===== config.mk =====
export PLATFORM = sky130hd
export DESIGN_NAME = switch_allocator_flat
export DESIGN_NICKNAME = d
export VERILOG_FILES = /design/src/rtl/sa_if.sv /design/src/rtl/switch_allocator.sv /design/src/flat_wrapper.sv
export SDC_FILE = /design/constraint.sdc
export NUM_CORES = 1
export LEC_CHECK = 0
export BUFFER_PORTS_ARGS = -buffer_cell sky130_fd_sc_hd__buf_2
export CORE_MARGIN = 2
export CORE_UTILIZATION = 31
export CTS_CLUSTER_SIZE = 8
export DETAILED_ROUTE_END_ITERATION = 10
export PLACE_DENSITY = 0.55
export SLEW_MARGIN = 20
export SYNTH_ARGS = -nofsm -noshare
export SYNTH_HDL_FRONTEND = slang
export SYNTH_SLANG_ARGS = --single-unit

===== constraint.sdc =====
create_clock -name clk -period 12.3 [get_ports clk]
set_input_delay 1.23 -clock clk [delete_from_list [all_inputs] [get_ports clk]]
set_output_delay 1.23 -clock clk [all_outputs]
set_load 0.03 [all_outputs]

===== src/rtl/sa_if.sv =====
// ----------------------------------------------------------------------------
// sa_if: request/grant/credit bundle between the input units and the
// switch allocator of a 5-port wormhole router.
//
// Port order for every 5-bit vector: 0=north 1=east 2=south 3=west 4=local.
//   req, is_head, is_tail   per-input flit status at the buffer head
//   outport_<dir>           one-hot requested output of each input
//   credit_in               per-output credit return pulse
//   sa_grant                one-hot granted input (also the buffer dequeue)
//   grant_outport           one-hot output taken by the granted flit
//   credit_avail            per-output "credit count > 0"
//   credit_err              sticky credit overflow flag (SA_CREDIT_ERR_EN only)
//
// Modports: master = input units / environment, slave = allocator.
// Optional feature macro: SA_CREDIT_ERR_EN.
// ----------------------------------------------------------------------------
interface sa_if;
  logic [4:0] req;
  logic [4:0] is_head;
  logic [4:0] is_tail;
  logic [4:0] outport_north;
  logic [4:0] outport_east;
  logic [4:0] outport_south;
  logic [4:0] outport_west;
  logic [4:0] outport_local;
  logic [4:0] credit_in;
  logic [4:0] sa_grant;
  logic [4:0] grant_outport;
  logic [4:0] credit_avail;
`ifdef SA_CREDIT_ERR_EN
  logic       credit_err;
`endif

  modport master (
    output req, is_head, is_tail,
    output outport_north, outport_east, outport_south, outport_west, outport_local,
    output credit_in,
`ifdef SA_CREDIT_ERR_EN
    input  credit_err,
`endif
    input  sa_grant, grant_outport, credit_avail
  );

  modport slave (
    input  req, is_head, is_tail,
    input  outport_north, outport_east, outport_south, outport_west, outport_local,
    input  credit_in,
`ifdef SA_CREDIT_ERR_EN
    output credit_err,
`endif
    output sa_grant, grant_outport, credit_avail
  );
endinterface


===== src/rtl/switch_allocator.sv =====
// ----------------------------------------------------------------------------
// switch_allocator: wormhole switch allocator feeding the crossbar.
//
// Each cycle it picks at most one input (round-robin from rr_ptr) whose
// flit can legally advance, and drives the one-hot sa_grant / grant_outport
// combinationally (zero-cycle grant + dequeue). Per output it tracks a packet
// lock (head flit locks, tail flit releases) and a downstream credit count.
//
// Ports:
//   clk   single clock, all state updates on the rising edge
//   rst   synchronous, active-high reset
//   sa    sa_if.slave bundle (requests, outports, credits, grants)
//
// Parameter BUF_DEPTH: downstream buffer depth = initial/maximum credits.
// Optional feature macro SA_CREDIT_ERR_EN adds the sticky credit_err output
// (credit returned while the count is already full and not being consumed).
// ----------------------------------------------------------------------------
module switch_allocator #(
  parameter int BUF_DEPTH = 4
) (
  input logic clk,
  input logic rst,
  sa_if.slave sa
);

  localparam int            CW       = $clog2(BUF_DEPTH + 1);
  localparam logic [CW-1:0] CRED_MAX = CW'(BUF_DEPTH);
  localparam logic [CW-1:0] CRED_ONE = CW'(1);
  localparam logic [CW-1:0] CRED_ZERO = CW'(0);

  typedef enum logic [0:0] {
    IDLE   = 1'b0,
    LOCKED = 1'b1
  } lock_state_e;

  logic [2:0]    rr_ptr_r;
  logic [2:0]    rr_ptr_next_s;
  lock_state_e   state_r      [5];
  lock_state_e   state_next_s [5];
  logic [2:0]    owner_r      [5];
  logic [2:0]    owner_next_s [5];
  logic [CW-1:0] credit_r      [5];
  logic [CW-1:0] credit_next_s [5];

  logic [4:0]    outport_s [5];
  logic [2:0]    tgt_s     [5];
  logic [4:0]    avail_s;
  logic [4:0]    eligible_s;
  logic          grant_valid_s;
  logic [2:0]    grant_idx_s;
  logic [4:0]    grant_s;
  logic [4:0]    grant_outport_s;

  // True when v has exactly one bit set.
  function automatic logic onehot5(input logic [4:0] v);
    return (v != 5'd0) && ((v & (v - 5'd1)) == 5'd0);
  endfunction

  // Index of the set bit of a one-hot vector (highest set bit otherwise).
  function automatic logic [2:0] idx5(input logic [4:0] v);
    logic [2:0] r;
    r = 3'd0;
    for (int b = 0; b < 5; b++) begin
      if (v[b]) r = 3'(b);
      else      r = r;
    end
    return r;
  endfunction

  assign outport_s[0] = sa.outport_north;
  assign outport_s[1] = sa.outport_east;
  assign outport_s[2] = sa.outport_south;
  assign outport_s[3] = sa.outport_west;
  assign outport_s[4] = sa.outport_local;

  // Per-output credit availability.
  always_comb begin
    avail_s = 5'd0;
    for (int o = 0; o < 5; o++) begin
      avail_s[o] = (credit_r[o] != CRED_ZERO);
    end
  end

  // Eligibility: valid one-hot route, a credit downstream, and either a head
  // flit to an idle output or a flit of the packet that owns the output.
  always_comb begin
    eligible_s = 5'd0;
    for (int i = 0; i < 5; i++) begin
      tgt_s[i] = idx5(outport_s[i]);
      if (sa.req[i] && onehot5(outport_s[i]) && avail_s[tgt_s[i]]) begin
        if (state_r[tgt_s[i]] == IDLE && sa.is_head[i]) begin
          eligible_s[i] = 1'b1;
        end else if (state_r[tgt_s[i]] == LOCKED && owner_r[tgt_s[i]] == 3'(i)) begin
          eligible_s[i] = 1'b1;
        end else begin
          eligible_s[i] = 1'b0;
        end
      end else begin
        eligible_s[i] = 1'b0;
      end
    end
  end

  // Round-robin pick: first eligible input at or after rr_ptr, wrapping 4 -> 0.
  always_comb begin
    logic [3:0] sum;
    logic [2:0] cand;
    grant_valid_s = 1'b0;
    grant_idx_s   = 3'd0;
    for (int k = 0; k < 5; k++) begin
      sum = {1'b0, rr_ptr_r} + 4'(k);
      if (sum >= 4'd5) cand = 3'(sum - 4'd5);
      else             cand = sum[2:0];
      if (!grant_valid_s && !rst && eligible_s[cand]) begin
        grant_valid_s = 1'b1;
        grant_idx_s   = cand;
      end else begin
        grant_valid_s = grant_valid_s;
        grant_idx_s   = grant_idx_s;
      end
    end
    if (grant_valid_s) begin
      grant_s         = 5'd1 << grant_idx_s;
      grant_outport_s = outport_s[grant_idx_s];
    end else begin
      grant_s         = 5'd0;
      grant_outport_s = 5'd0;
    end
  end

  assign sa.sa_grant      = grant_s;
  assign sa.grant_outport = grant_outport_s;
  assign sa.credit_avail  = rst ? 5'b11111 : avail_s;

  // Next-state for round-robin pointer, per-output lock FSMs and credit counters.
  always_comb begin
    if (grant_valid_s) begin
      rr_ptr_next_s = (grant_idx_s == 3'd4) ? 3'd0 : grant_idx_s + 3'd1;
    end else begin
      rr_ptr_next_s = rr_ptr_r;
    end
    for (int o = 0; o < 5; o++) begin
      state_next_s[o]  = state_r[o];
      owner_next_s[o]  = owner_r[o];
      credit_next_s[o] = credit_r[o];
      if (grant_outport_s[o]) begin
        case (state_r[o])
          IDLE: begin
            if (sa.is_head[grant_idx_s] && !sa.is_tail[grant_idx_s]) begin
              state_next_s[o] = LOCKED;
              owner_next_s[o] = grant_idx_s;
            end else begin
              state_next_s[o] = IDLE;
            end
          end
          LOCKED: begin
            if (sa.is_tail[grant_idx_s]) state_next_s[o] = IDLE;
            else                         state_next_s[o] = LOCKED;
          end
          default: state_next_s[o] = IDLE;
        endcase
      end else begin
        state_next_s[o] = state_r[o];
      end
      // A simultaneous grant and credit return cancel out; returns saturate.
      case ({grant_outport_s[o], sa.credit_in[o]})
        2'b10: credit_next_s[o] = credit_r[o] - CRED_ONE;
        2'b01: begin
          if (credit_r[o] != CRED_MAX) credit_next_s[o] = credit_r[o] + CRED_ONE;
          else                         credit_next_s[o] = credit_r[o];
        end
        default: credit_next_s[o] = credit_r[o];
      endcase
    end
  end

  // State registers with synchronous reset.
  always_ff @(posedge clk) begin
    if (rst) begin
      rr_ptr_r <= 3'd0;
      for (int o = 0; o < 5; o++) begin
        state_r[o]  <= IDLE;
        owner_r[o]  <= 3'd0;
        credit_r[o] <= CRED_MAX;
      end
    end else begin
      rr_ptr_r <= rr_ptr_next_s;
      for (int o = 0; o < 5; o++) begin
        state_r[o]  <= state_next_s[o];
        owner_r[o]  <= owner_next_s[o];
        credit_r[o] <= credit_next_s[o];
      end
    end
  end

`ifdef SA_CREDIT_ERR_EN
  logic overflow_s;
  logic credit_err_r;

  // Credit returned to an output that is already full and not consuming one.
  always_comb begin
    overflow_s = 1'b0;
    for (int o = 0; o < 5; o++) begin
      if (sa.credit_in[o] && credit_r[o] == CRED_MAX && !grant_outport_s[o]) overflow_s = 1'b1;
      else                                                                   overflow_s = overflow_s;
    end
  end

  // Sticky overflow flag, cleared only by reset.
  always_ff @(posedge clk) begin
    if (rst) credit_err_r <= 1'b0;
    else     credit_err_r <= credit_err_r | overflow_s;
  end

  assign sa.credit_err = credit_err_r;
`endif

endmodule


===== src/flat_wrapper.sv =====
// flat-port wrapper written by rule: the top's interface ports become plain ports
module switch_allocator_flat 
#(
  parameter int BUF_DEPTH = 4
)
  (clk, rst, sa_req, sa_is_head, sa_is_tail, sa_outport_north, sa_outport_east, sa_outport_south, sa_outport_west, sa_outport_local, sa_credit_in, sa_sa_grant, sa_grant_outport, sa_credit_avail);
  sa_if sa_i ();
  input logic clk;
  input logic rst;
  input wire logic [$bits(sa_i.req)-1:0] sa_req;
  input wire logic [$bits(sa_i.is_head)-1:0] sa_is_head;
  input wire logic [$bits(sa_i.is_tail)-1:0] sa_is_tail;
  input wire logic [$bits(sa_i.outport_north)-1:0] sa_outport_north;
  input wire logic [$bits(sa_i.outport_east)-1:0] sa_outport_east;
  input wire logic [$bits(sa_i.outport_south)-1:0] sa_outport_south;
  input wire logic [$bits(sa_i.outport_west)-1:0] sa_outport_west;
  input wire logic [$bits(sa_i.outport_local)-1:0] sa_outport_local;
  input wire logic [$bits(sa_i.credit_in)-1:0] sa_credit_in;
  output wire logic [$bits(sa_i.sa_grant)-1:0] sa_sa_grant;
  output wire logic [$bits(sa_i.grant_outport)-1:0] sa_grant_outport;
  output wire logic [$bits(sa_i.credit_avail)-1:0] sa_credit_avail;
  assign sa_i.req = sa_req;
  assign sa_i.is_head = sa_is_head;
  assign sa_i.is_tail = sa_is_tail;
  assign sa_i.outport_north = sa_outport_north;
  assign sa_i.outport_east = sa_outport_east;
  assign sa_i.outport_south = sa_outport_south;
  assign sa_i.outport_west = sa_outport_west;
  assign sa_i.outport_local = sa_outport_local;
  assign sa_i.credit_in = sa_credit_in;
  assign sa_sa_grant = sa_i.sa_grant;
  assign sa_grant_outport = sa_i.grant_outport;
  assign sa_credit_avail = sa_i.credit_avail;
  switch_allocator #(.BUF_DEPTH(BUF_DEPTH)) u_core (.clk(clk), .rst(rst), .sa(sa_i));
endmodule

== Word level (Yosys, flattened, before mapping) ==
Memories as Yosys holds them, arrays and structs flattened.
Cells that the tools add are included.
Operators by class
  shift-type cells: 1
  bitwise gates (word level): 31
  equality and inequality tests: 35
  add/sub/neg operators: 25
  muxes and demuxes: 136
  order comparisons: 17
  reduce and logical (&&, ||, !) cells: 62
Operators by type and width (number)
  3-bit two-way mux: 46
  1-bit two-way mux: 52
  3-bit by 4-bit less-than comparator with 1-bit output, second input constant: 11
  1-bit binary-select mux with 3-bit select: 12
  1-bit logical AND: 35
  3-bit != test, second input constant: 10
  3-bit one-hot mux with 2 select lines: 5
  5-bit bitwise AND: 5
  5-bit zero test: 5
  5-bit two-way mux: 5
  5-bit nonzero test: 5
  5-bit by 1-bit subtractor with 5-bit output, second input constant: 5
  2-bit two-way mux: 10
  4-bit AND reduction: 5
  3-bit by 1-bit adder with 3-bit output, second input constant: 6
  4-bit by 3-bit >= comparator with 1-bit output, second input constant: 4
  5-bit binary-select mux with 3-bit select: 1
  1-bit bitwise OR: 15
  3-bit nonzero test: 5
  3-bit by 1-bit subtractor with 3-bit output, second input constant: 5
  3-bit subtractor, second input constant: 5
  2-bit by 1-bit == test with 1-bit output, second input constant: 5
  2-bit == test, second input constant: 5
  2-bit != test, second input constant: 5
  other kinds (15): 40
Word-level totals
  output and inout bits: 15
  bits in writable memories: 35
  memories: 3
  input port bits: 47
  register bits after elaboration: 3
Memories
  u_core.credit_r: depth 5, width 3, read ports 5, clocked after Yosys merged registers in 0, write ports 5, line switch_allocator.sv:42  | logic [CW-1:0] credit_r [5];
  u_core.owner_r: depth 5, width 3, read ports 5, clocked after Yosys merged registers in 0, write ports 5, line switch_allocator.sv:40  | logic [2:0] owner_r [5];
  u_core.state_r: depth 5, width 1, read ports 10, clocked after Yosys merged registers in 0, write ports 5, line switch_allocator.sv:38  | lock_state_e state_r [5];

== Logic depth before layout (Yosys ltp) ==
An unclocked memory read counts as a cell.
  depth in word-level cells: 38
  mapped depth: 25

== Worst setup path after synthesis ==
OpenSTA, ideal clock, no wires.
  path kind: in2out
  start point: input sa_outport_north[4]
  end point: output sa_grant_outport[2]
  path slack: 6.599 ns
  arrival: 4.471 ns
  cell stages on the path: 18
  path buffers: 4
  path through: clkbuf_1 -> nor3_1 -> and4b_1 -> a211oi_1 -> a211oi_2 -> o2bb2a_4 -> o211a_2 -> or2_1 -> buf_6 -> o211ai_1 -> nand2_2 -> inv_2 -> buf_4 -> nand3_1 -> o21ai_1 -> o2111ai_1 -> buf_2 -> inv_1
Between the ends
  word-level cells in the longest chain between the ends: 32
  elaborated cells between the ends (all ways): 57
RTL lines
  start, declared: line flat_wrapper.sv:13  | input wire logic [$bits(sa_i.outport_north)-1:0] sa_outport_north;
  5-bit by 1-bit subtractor with 5-bit output / 3-bit two-way mux (equally long branches): line switch_allocator.sv:56, switch_allocator.sv:64
  5-bit bitwise AND / memory read 5 x 3 bit (equally long branches)
  5-bit zero test / 3-bit zero test (equally long branches): line switch_allocator.sv:56, switch_allocator.sv:93
  1-bit logical AND (on tied branches): line switch_allocator.sv:56, switch_allocator.sv:93
  1-bit logical AND / 1-bit two-way mux (equally long branches): line switch_allocator.sv:90, switch_allocator.sv:93
  1-bit logical AND / 1-bit two-way mux (equally long branches): line switch_allocator.sv:90, switch_allocator.sv:91
  1-bit two-way mux *: line switch_allocator.sv:90  | if (sa.req[i] && onehot5(outport_s[i]) && avail_s[tgt_s[i]]) begin
  1-bit binary-select mux with 3-bit select: line switch_allocator.sv:114  | if (!grant_valid_s && !rst && eligible_s[cand]) begin
  [... 14 more ...]
  1-bit two-way mux: line switch_allocator.sv:114
  1-bit zero test: line switch_allocator.sv:114
  1-bit logical AND (2 in a row): line switch_allocator.sv:114
  3-bit two-way mux: line switch_allocator.sv:114
  3-bit inverter with 4-bit output (implied by the code): line switch_allocator.sv:124  | grant_outport_s = outport_s[grant_idx_s];
  5-bit binary-select mux with 3-bit select: line switch_allocator.sv:124
  5-bit two-way mux (implied by the code) (2 in a row): line switch_allocator.sv:124
  5-bit two-way mux *: line switch_allocator.sv:122  | if (grant_valid_s) begin
  end, declared: line flat_wrapper.sv:20  | output wire logic [$bits(sa_i.grant_outport)-1:0] sa_grant_outport;
Mark *: on every way between the ends. The rest lies on a longest branch, timed or not. The select of a mux whose other input is x is not followed.

== Worst setup path after layout ==
  start point: input sa_outport_north[1]
  end point: output sa_grant_outport[2]
Between the ends
  word-level cells in the longest chain between the ends: 35
  elaborated cells between the ends (all ways): 60
RTL lines
  1-bit two-way mux: line switch_allocator.sv:64  | if (v[b]) r = 3'(b);
  2-bit two-way mux (2 in a row): line switch_allocator.sv:64
  3-bit two-way mux: line switch_allocator.sv:64
  memory read 5 x 3 bit
  3-bit zero test: line switch_allocator.sv:93  | end else if (state_r[tgt_s[i]] == LOCKED && owner_r[tgt_s[i]] == 3'(i)) begin
  1-bit logical AND: line switch_allocator.sv:93
  1-bit two-way mux: line switch_allocator.sv:93
  1-bit two-way mux: line switch_allocator.sv:91  | if (state_r[tgt_s[i]] == IDLE && sa.is_head[i]) begin
  [... 16 more ...]
  1-bit two-way mux: line switch_allocator.sv:114
  1-bit zero test: line switch_allocator.sv:114
  1-bit logical AND (2 in a row): line switch_allocator.sv:114
  3-bit two-way mux: line switch_allocator.sv:114
  3-bit inverter with 4-bit output (implied by the code): line switch_allocator.sv:124
  5-bit binary-select mux with 3-bit select: line switch_allocator.sv:124
  5-bit two-way mux (implied by the code) (2 in a row): line switch_allocator.sv:124
  5-bit two-way mux *: line switch_allocator.sv:122
Marks and branches as above.

==> results.toml <==
[flow_run]
drv_cap = 0

[pwr]
vdd_drop_max_v = 0.0000982
leakagePower_nw = 2.04
p_per_area_nw_per_um2 = 166
power_mw = 0.879

[setup_path]
timing.rr.end = "u_core.credit_r[0][8]"
rrSetupSlack_ns = 5.56
start_kind = "input port"
r2r_start = "u_core.rr_ptr_r[0]"
crit_fanout = 12
end_kind = "primary output"
critPathRequiredTime_ns = 11.07
crit_type = "in -> out"
arrival_ns = 6.04
reg2reg_depth = 20

[hold_path]
hold_depth = 2
hold_path.class = "reg -> reg"
hold-path-endpoint = "u_core.credit_r[0][4]"
min-delay-start = "u_core.credit_r[0][4]"

[synth]
async_flop_share_pct = 0
syn-cell-area_sq_um = 4740
yosys_register_bits = 38
synth-xor-area-share_pct = 2.03
synthCells = 609
yosysUniqueCellTypes = 96
synth_fa_ha_area_share_pct = 6.34
avgSynthCellArea_sq_um = 7.78
synth-main-ff-cell = "dfxtp_1"
ys_warn_count = 0
synth-edff-count = 15
synth_top_family_by_area = "simple AND/OR/NAND/NOR gates"
synth_compound_area_share_pct = 27.2
synthMuxAreaShare_pct = 6.55
synth_nets = 674
synth-simple-area-share_pct = 32.3
seq_area_frac_synth_pct = 19.2

[clock_network]
path_clk_slew_ns = 0.06
root_buffer = "clkbuf_16"
cts_tree = "built"
clock_latency_ns = 0.28
htreeDepth = 2
ctsResizeCount = 0
cts_hold_buf = 0
postCtsSetupBuffers = 0
cts_buffers = 5
clk_path_buf_depth = 2
cts_sinks = 38

[grt]
use_met2_pct = 31.7
use_met3_pct = 3.10
antenna_found_initial = 0
grt_max_degree = 30
gr-total-overflow = 0
top_usage_layer = "met2"
grtUsageTotal_pct = 19.5
grt_util_met1_pct = 26.7
grt_pass1_wl_um = 25400
grt_pass1_vias = 4762

[finish]
n_antenna_cell = 0
syn_to_final_growth_pct = 11.5
nFillCells = 1637
drive_gt1_share_pct = 18.0
multi_input_area_sq_um = 3520
design_area_sq_um = 5280
final_nets = 704
postLayoutCoreUtil_pct = 35.0
seq_area_sq_um = 911

[sta]
post-route-period-util_pct = 59.1
tightestPinTransition_ns = 0.956
fin_ws_ns = 5.03
max_freq_mhz = 137
period_needed_ns = 7.27
skew_ns = 0.00395
slew_headroom_pct = 36.2
hold_viol_final = 0
grt_setup_unrepaired = "no"
finalSetupViolations = 0
fin_setup_tns_ns = 0
maxSlewViolCount = 0

[place]
dpl.hpwl_um = 12500
gp_congestion = 1.00
placed_area_sq_um = 5090
io_buffers = 61
pre_cts_ws_ns = 5.13

[route]
viasPerCell = 6.09
dr.pass1.iters = 5
drtIter0Drc = 506
drtAntennaViolNets = 0
wirelength_um = 16100
avgRoutedWirePerCell_um = 19.4
vias = 5039
drc = 0

[floorplan]
initial_core_util_pct = 31.4
die_area_sq_um = 16300
rows = 45
io_pins = 62
dieWidth_um = 128
die_h_um = 128
core_area_sq_um = 15100

[status]
outcome = "finished, final reports clean"
[registers in the layout (all words and copies together) (netlist names)]
signal,flops
u_core.owner_r,15
u_core.rr_ptr_r,3
u_core.state_r,5
u_core.credit_r,15
[worst max-delay path: stages]
cell	delay, ns
buf_2	0.14
or3_4	0.41
a211oi_1	0.24
o211ai_1	0.15
a211oi_2	0.58
o2bb2a_4	0.23
o211a_2	0.15
or2_1	0.35
o211ai_2	0.20
mux2i_1	0.76
nor2_1	0.19
inv_2	0.22
a31oi_1	0.11
o2111ai_1	0.78
inv_1	0.08
buf_2	0.21
[area by class of cell]
cell class	instances	share of cell area (%)
Clock buffer	5	2.37
Clock inverter	3	1.30
Inverter	24	1.71
Multi-Input combinational cell	506	66.7
Sequential cell	38	17.2
Tap cell	188	4.45
Timing Repair Buffer	64	6.21
[kinds of logic after synthesis]
group | Yosys count
DFF | 38
xor gates and xnor gates | 11
adders and majority gates | 21
AOI/OAI and AO/OA | 171
muxes | 29
buffers and inverters | 65
and+or+nand+nor | 274
[report_power, final]
| part | internal [mW] | total (mW) | switching (mW) |
|---|---|---|---|
| combinational | 0.191 | 0.508 | 0.317 |
| clock | 0.116 | 0.167 | 0.0502 |
| sequential | 0.156 | 0.204 | 0.0484 |
| total | 0.463 | 0.879 | 0.416 |
[worst max-delay path by stage]
stage / slack [ns] / cells past startpoint / end / startpoint
2_1_floorplan: 6.60 / 18 / sa_grant_outport[2] / sa_outport_north[4]
3_3_place_gp: 5.36 / 16 / sa_grant_outport[2] / sa_outport_north[1]
3_5_place_dp: 5.13 / 16 / sa_grant_outport[2] / sa_outport_north[1]
4_1_cts: 5.13 / 16 / sa_grant_outport[2] / sa_outport_north[1]
5_1_grt: 4.57 / 17 / sa_grant_outport[2] / u_core.rr_ptr_r[0]
6_report: 5.03 / 16 / sa_grant_outport[2] / sa_outport_north[1]
[metrics by stage]
step | hold slack (ns) | instances
2_1_floorplan | 0.497 | 609
3_3_place_gp | 0.513 | 820
3_5_place_dp | 0.529 | 820
4_1_cts | 0.539 | 828
5_1_grt | 0.571 | 828
6_report | 0.538 | 828
[Yosys cell counts, types with 4 or more instances]
cell        n  share of area (%)
o2111ai_1   7                1.3
inv_1      19                1.5
dfxtp_1    23                9.7
edfxtp_1   15                9.5
mux2i_1    17                3.6
nand2b_1    9                1.2
a31o_2      4               0.74
nand2_1    50                4.0
mux2_2      9                2.1
or4_1       4               0.63
o211ai_1   11                1.7
nand3b_1    5               0.79
o21ai_1     5               0.53
xnor2_1     9                1.7
and3_1     12                1.6
nor2_1     61                4.8
nor2b_1    17                2.2
nand4b_1    6                1.1
nand3_1    28                3.0
a31oi_1     8                1.1
o21ai_0    30                3.2
or3_1       9                1.2
fa_1        6                2.5
nor3b_1     5               0.79
o31ai_1     9                1.4
and2_1     10                1.3
ha_1       12                3.2
buf_2      15                1.6
clkbuf_1   20                1.6
nor4b_1     6                1.1
nand4_1     8                1.1
nor3_1     17                1.8
inv_2       5               0.40
a211oi_1    9                1.4
a21oi_1    26                2.7
[metal layers]
metal	up-vias	routed length, um
li1	2366	-
met1	2387	7020
met2	245	7260
met3	41	1350
met4	0	447
met5	-	0
[cell usage in the layout (no fill, tap or decap), types with 6 or more instances in the layout]
master / netlist / final
a211oi_1: 9 / 9
a21oi_1: 26 / 26
a31oi_1: 8 / 8
and2_1: 10 / 10
and3_1: 12 / 12
buf_2: 15 / 61
dfxtp_1: 23 / 23
edfxtp_1: 15 / 15
fa_1: 6 / 6
ha_1: 12 / 12
inv_1: 19 / 19
mux2_2: 9 / 9
mux2i_1: 17 / 17
nand2_1: 50 / 50
nand2b_1: 9 / 9
nand3_1: 28 / 28
nand4_1: 8 / 8
nand4b_1: 6 / 6
nor2_1: 61 / 61
nor2b_1: 17 / 17
nor3_1: 17 / 17
nor4b_1: 6 / 6
o2111ai_1: 7 / 7
o211ai_1: 11 / 11
o21ai_0: 30 / 30
o31ai_1: 9 / 9
or3_1: 9 / 9
xnor2_1: 9 / 9
(Power assumes the default switching activity.)
